==> src/rtl/fetch_unit.sv <==
// Instruction fetch stage: owns the PC, handshakes with a variable-latency
// instruction memory and presents each fetched word for its execute cycle(s).
module fetch_unit #(
  parameter logic [63:0] RESET_PC = 64'h0
) (
  input  logic        clk,
  input  logic        reset,
  output logic        imem_req,
  output logic [63:0] imem_addr,
  input  logic        imem_ack,
  input  logic [31:0] imem_rdata,
  output logic [31:0] instr,
  output logic [10:0] opcode,
  output logic [63:0] pc,
  output logic        instr_valid,
  input  logic        stall,
  input  logic        branch,
  input  logic        uncondbranch,
  input  logic        zero,
  input  logic [63:0] br_offset,
  output logic [31:0] retired
);

  typedef enum logic [1:0] {
    IDLE = 2'd0,
    REQ  = 2'd1,
    EXEC = 2'd2
  } state_t;

  state_t      state_q;
  logic [63:0] pc_q;
  logic [63:0] pc_d;
  logic [31:0] instr_q;
  logic [10:0] opcode_q;
  logic        imem_req_q;
  logic        instr_valid_q;
  logic [31:0] retired_q;
  logic        taken_s;

  // Word offset scaled to bytes; the add wraps modulo 2^64 by construction.
  function automatic logic [63:0] branch_target(input logic [63:0] base,
                                                input logic [63:0] word_off);
    branch_target = base + (word_off << 2);
  endfunction

  // Next-PC selection from the datapath's branch decision for the current instruction
  always_comb begin
    taken_s = uncondbranch | (branch & zero);
    if (taken_s) begin
      pc_d = branch_target(pc_q, br_offset);
    end else begin
      pc_d = pc_q + 64'd4;
    end
  end

  // Fetch sequencer with registered handshake and execute-stage outputs
  always_ff @(posedge clk or posedge reset) begin
    if (reset) begin
      state_q       <= IDLE;
      pc_q          <= RESET_PC;
      instr_q       <= 32'd0;
      opcode_q      <= 11'd0;
      imem_req_q    <= 1'b0;
      instr_valid_q <= 1'b0;
      retired_q     <= 32'd0;
    end else begin
      case (state_q)
        IDLE: begin
          state_q       <= REQ;
          imem_req_q    <= 1'b1;
          instr_valid_q <= 1'b0;
        end
        REQ: begin
          if (imem_ack) begin
            instr_q       <= imem_rdata;
            opcode_q      <= imem_rdata[31:21];
            state_q       <= EXEC;
            imem_req_q    <= 1'b0;
            instr_valid_q <= 1'b1;
          end else begin
            state_q       <= REQ;
            imem_req_q    <= 1'b1;
            instr_valid_q <= 1'b0;
          end
        end
        EXEC: begin
          // A stalled instruction keeps everything frozen; branch inputs are don't-care.
          if (!stall) begin
            pc_q          <= pc_d;
            retired_q     <= retired_q + 32'd1;
            state_q       <= REQ;
            imem_req_q    <= 1'b1;
            instr_valid_q <= 1'b0;
          end else begin
            state_q       <= EXEC;
            imem_req_q    <= 1'b0;
            instr_valid_q <= 1'b1;
          end
        end
        default: begin
          state_q       <= IDLE;
          imem_req_q    <= 1'b0;
          instr_valid_q <= 1'b0;
        end
      endcase
    end
  end

  assign imem_req    = imem_req_q;
  assign imem_addr   = pc_q;
  assign pc          = pc_q;
  assign instr       = instr_q;
  assign opcode      = opcode_q;
  assign instr_valid = instr_valid_q;
  assign retired     = retired_q;

endmodule

==> config.mk <==
export PLATFORM = sky130hd
export DESIGN_NAME = fetch_unit
export DESIGN_NICKNAME = d
export VERILOG_FILES = /design/src/rtl/fetch_unit.sv
export SDC_FILE = /design/constraint.sdc
export NUM_CORES = 1
export LEC_CHECK = 0
export ABC_AREA = 1
export BUFFER_PORTS_ARGS = -buffer_cell sky130_fd_sc_hd__buf_4
export CAP_MARGIN = 20
export CORE_AREA = 2 2 165 167
export CTS_CLUSTER_SIZE = 14
export DETAILED_ROUTE_END_ITERATION = 8
export DIE_AREA = 0 0 167 169
export PLACE_DENSITY = 0.72
export SYNTH_ARGS = -nofsm -noshare
export SYNTH_HDL_FRONTEND = slang
export SYNTH_SLANG_ARGS = --single-unit
==> constraint.sdc <==
create_clock -name clk -period 4 [get_ports clk]
set_input_delay 0.4 -clock clk [delete_from_list [all_inputs] [get_ports clk]]
set_output_delay 0.4 -clock clk [all_outputs]
set_load 0.01 [all_outputs]
# Word-level counts from Yosys, hierarchy flattened
# Cells that the tools add are included.
# Widths: inputs -> output; s select.
[word_totals] register_bits=143 latch_bits=0 ramBits=0 romBits=0 input_bits=103 wordCells=28 n_memories=0
[classes] add_sub_neg=3 n_mul=0 n_div=0 magnitude_cmp=0 eq_ne=2 shifts=0 n_mux=10 n_bitwise=3 reduce_logical=3
[ops] operator="$add 64x3->64 const B" n=1
[ops] operator="$add 64x64->64" n=1
[ops] operator="$mux 64" n=1
[ops] operator="$add 32x1->32 const B" n=1
[ops] operator="$pmux 2 s3" n=1
[ops] operator="$mux 1" n=4
[ops] operator="$mux 2" n=2
[ops] operator="$reduce_and 2->1" n=2
[ops] operator="$pmux 1 s3" n=1
[ops] operator="$eq 2x1->1 const B" n=1
[ops] operator="$eq 2x2->1 const B" n=1
[ops] operator="$logic_not 2->1" n=1
[ops] operator="$pmux 1 s2" n=1
[ops] operator="$and 1x1->1" n=1
[ops] operator="$not 1->1" n=1
[ops] operator="$or 1x1->1" n=1

# Longest topological paths before layout
[depth] word_depth=3 depth_mapped=22 ltp_nobuf=21

# Worst setup path before layout
# Ideal clock, no wire load.
[synth_timing] path_kind="input to register" from="input branch" to="register pc_q[62], in the netlist imem_addr[62]" t_arrival_ns=2.688 required_ns=3.882 setup_slack_ns=1.194 path_stages=22 path_buffers=1 path_cell_list="nand2_1 > inv_1 > nor2_1 > clkbuf_1 > or2_2 > ha_1 > inv_1 > fa_1 > inv_1 > nand3_1 > nand2_2 > nand2_1 > nand2_2 > nand2_1 > nand2_1 > nand2_1 > nand2_1 > nand2_1 > nand2_1 > nand2_1 > nand3_1 > nand2_1"
[synth_between] elab_chain_len=3
[synth_lines] element="start: declaration" line="17" source="input logic branch,"
[synth_lines] element="$and 1x1->1" line="48" source="taken_s = uncondbranch | (branch & zero);"
[synth_lines] element="$or 1x1->1" line="48"
[synth_lines] element="$mux 64" line="49" source="if (taken_s) begin"
[synth_lines] element="end signal: assignment" line="89" source="pc_q <= pc_d;"
[synth_lines] element="end: declaration" line="31" source="logic [63:0] pc_q;"
# No other way between the ends.
# A chain may end at the register's enable or synchronous reset.

# Worst setup path in the final report
[layout_timing] from="input branch" to="register pc_q[46], in the netlist imem_addr[46]"
# The elaborated chain is that of the path after synthesis.

==> results.yml <==
status:
  status: "finished, final reports clean"
sta:
  rsz0062_at_grt: "no"
  setup-violations-final: 0
  setup_ws_ns: 1.15
  timing.hold.ws_ns: 0.189
  fin_setup_tns_ns: 0
  hold_viol: 0
  post-route-period-util: 0.712
  relSlewSlack: 0.641
  tightest_slew_ns: 0.534
  min_period_ns: 2.85
  fmax_mhz: 351
  drv_slew: 0
  skew_ns: 0.0211
route:
  antenna_left: 0
  drc: 0
  viasPerCell: 4.76
  first_pass_iters: 6
  vias: 11812
  drtIter0Drc: 669
  wl_um: 38400
  wire_per_inst_um: 15.5
final_layout:
  layout-drive-gt1-share: 0.195
  fin_nets: 2298
  area_growth_pct: 23.4
  finalInstanceArea_um2: 14600
  fillers: 2737
  final_util: 0.550
  diodes: 0
  layout.cells.non_filler: 2482
power:
  power_density_nw_per_um2: 621
  p_int_mw: 4.87
  p_switching_mw: 4.17
  swShare: 0.461
  power.total_mw: 9.04
  p_comb_frac: 0.561
  p_seq_frac: 0.254
  cellLeakagePower_nw: 8.75
  vdd_ir_drop_max_mv: 0.451
  p_clk_frac: 0.185
synthesis:
  synth.avg_cell_area_um2: 6.23
  ys_ff_latch: 129
  yosys.area.top_type: "dfrtp_1"
  synthTopCellsByArea: "dfrtp_1 27%, nand2_1 22%, inv_1 12%"
  synth-seq-area-share: 0.273
  ys_warn_count: 0
  synth.top_cell.area_share: 0.273
  syn_area_um2: 11800
  synthCells: 1895
  yosysUniqueCellTypes: 36
flow_run:
  cap_violations: 0
setup_path:
  worstPathRequired_ns: 4.32
  criticalPathCategory: "in2reg"
  crit_arrival_ns: 3.16
  cp_max_fo: 61
  startpoint_type: "primary input"
  reg2regPathDepth: 17
  cp-end-kind: "flop"
placed_design:
  portBuffers: 301
  place_ws_ns: 0.682
  dp.cells: 2448
  placed_cell_area_um2: 13900
  hpwlAfterDp_um: 31400
  routabilityCongestion: 1.02
global_route:
  track_usage: 0.270
  grt_antenna_before_repair: 0
  grt_start_max_net_pins: 73
  first_global_vias: 11325
  grt_overflow: 0
  grt_pass1_wl_um: 60000
clock_tree:
  htree_levels: 4
  worstSkewPairLatency_ns: 0.44
  cts_made_buffers: 17
  root_buffer: "clkbuf_16"
  clk_pin_slew_ns: 0.08
  cts_resized: 0
  cts.sinks: 129
  cts_tree: "done"
  clk_path_buf_depth: 2
floorplan:
  start_util: 0.446
  rows: 60
  io_pins: 308
  coreArea_um2: 26500
  die_w_um: 167
  die-area_um2: 28200
  die_y_um: 169
worst_hold_path:
  min_path_cells: 2
  worstHoldPathType: "in2reg"
## Yosys cell counts (all sizes together)
| library cell | number |
|---|---|
| nand3b | 8 |
| nor4 | 3 |
| xor2 | 23 |
| a21oi | 41 |
| nor2 | 197 |
| nor3 | 23 |
| buf | 82 |
| o21bai | 7 |
| a21boi | 2 |
| xnor2 | 34 |
| clkinv | 4 |
| or2 | 2 |
| inv | 386 |
| nand2 | 692 |
| and2 | 2 |
| mux2 | 32 |
| dfrtp | 129 |
| nand3 | 93 |
| o21ai | 33 |
| ha | 66 |
| nand4 | 16 |
| conb | 1 |
| clkbuf | 18 |
| fa | 1 |
## worst max-delay path, cell delays in order
cell and delay, ns:
buf_4 0.11, nand2_1 0.05, inv_1 0.06, nor2_4 0.09, buf_12 0.27, or2_2 0.16
ha_1 0.18, inv_1 0.06, fa_1 0.40, inv_1 0.10, nand3_1 0.08, nand2_2 0.12
nand2_1 0.07, nand2_2 0.10, nand2_1 0.06, nand2_1 0.12, nand2_1 0.09, nand2_1 0.24
nand2_1 0.16, nand2_1 0.09, nand2_1 0.04, nand3_1 0.06, nand2_1 0.06
## layer usage
layer	routed length, um	vias to the layer above	global-route usage	part of all wire
li1	-	6070	-	-
met1	16100	5330	0.328	0.42
met2	18700	356	0.472	0.49
met3	2100	56	0.0400	0.055
met4	1580	0	0.124	0.041
met5	0	-	0	0
## power by group through the flow
stage | sequential [mW] | clock [mW] | combinational (mW)
6_report | 2.29 | 1.68 | 5.07
5_1_grt | 2.37 | 1.74 | 5.60
4_1_cts | 2.30 | 1.69 | 5.10
3_5_place_dp | 2.30 | 0 | 5.08
3_3_place_gp | 2.28 | 0 | 5.02
2_1_floorplan | 2.38 | 0 | 3.18
## final timing paths
kind | startpoint | to | slack [ns]
min reg2reg | retired[31]$_DFFE_PP0P_ | retired[31]$_DFFE_PP0P_ | 0.48
min | imem_rdata[0] | instr[0]$_DFFE_PP0P_ | 0.19
max in group asynchronous | reset | imem_addr[15]$_DFFE_PP0P_ | 2.90
min in group asynchronous | reset | imem_addr[47]$_DFFE_PP0P_ | 0.48
max | branch | imem_addr[46]$_DFFE_PP0P_ | 1.15
max reg2reg | imem_addr[2]$_DFFE_PP0P_ | imem_addr[46]$_DFFE_PP0P_ | 1.43
## state kept, by name, summed over array words and instances, names as in the netlist
name,cells
retired,32
imem_addr,62
instr_valid,1
instr,32
state_q,2
## cells in the final DEF (no fill, tap or decap), drive strengths merged
cell | netlist | final
dlygate4sd3 | 0 | 1
conb | 1 | 4
nor3 | 23 | 23
or2 | 2 | 2
mux2 | 32 | 32
nand3b | 8 | 8
buf | 82 | 310
xor2 | 23 | 23
fa | 1 | 1
xnor2 | 34 | 34
nor4 | 3 | 3
and2 | 2 | 2
inv | 386 | 398
nor2 | 197 | 197
nand2 | 692 | 692
a21oi | 41 | 41
dfrtp | 129 | 129
a21boi | 2 | 2
nand4 | 16 | 16
clkinv | 4 | 5
ha | 66 | 66
o21ai | 33 | 33
bufinv | 0 | 1
clkbuf | 18 | 17
nand3 | 93 | 93
clkinvlp | 0 | 1
o21bai | 7 | 7
## layout make-up
class / instances / area, um2 / area share
Clock buffer: 17 / 425 / 0.0292
Clock inverter: 15 / 176 / 0.0121
Inverter: 390 / 1470 / 0.101
Multi-Input combinational cell: 1279 / 6470 / 0.444
Sequential cell: 129 / 3230 / 0.221
Tap cell: 341 / 427 / 0.0293
Timing Repair Buffer: 311 / 2380 / 0.163
## kinds of logic (layout without fill, tap and decap cells)
kind of cell,Yosys count,after routing,share of synthesized area
compound gates,83,83,0.0371
xor+xnor,57,57,0.0429
fa+ha+maj,67,67,0.0716
buf+inv,490,733,0.180
flops,129,129,0.273
mux,32,32,0.0305
other cells,1,4,0.000318
simple gates,1036,1036,0.364
## timing repair
action,4_1_cts,5_1_grt
hold buffers,0,1
setup buffers,0,0
hold endpoints to repair,0,13
No activity file was read; power rests on OpenSTA's default activity.
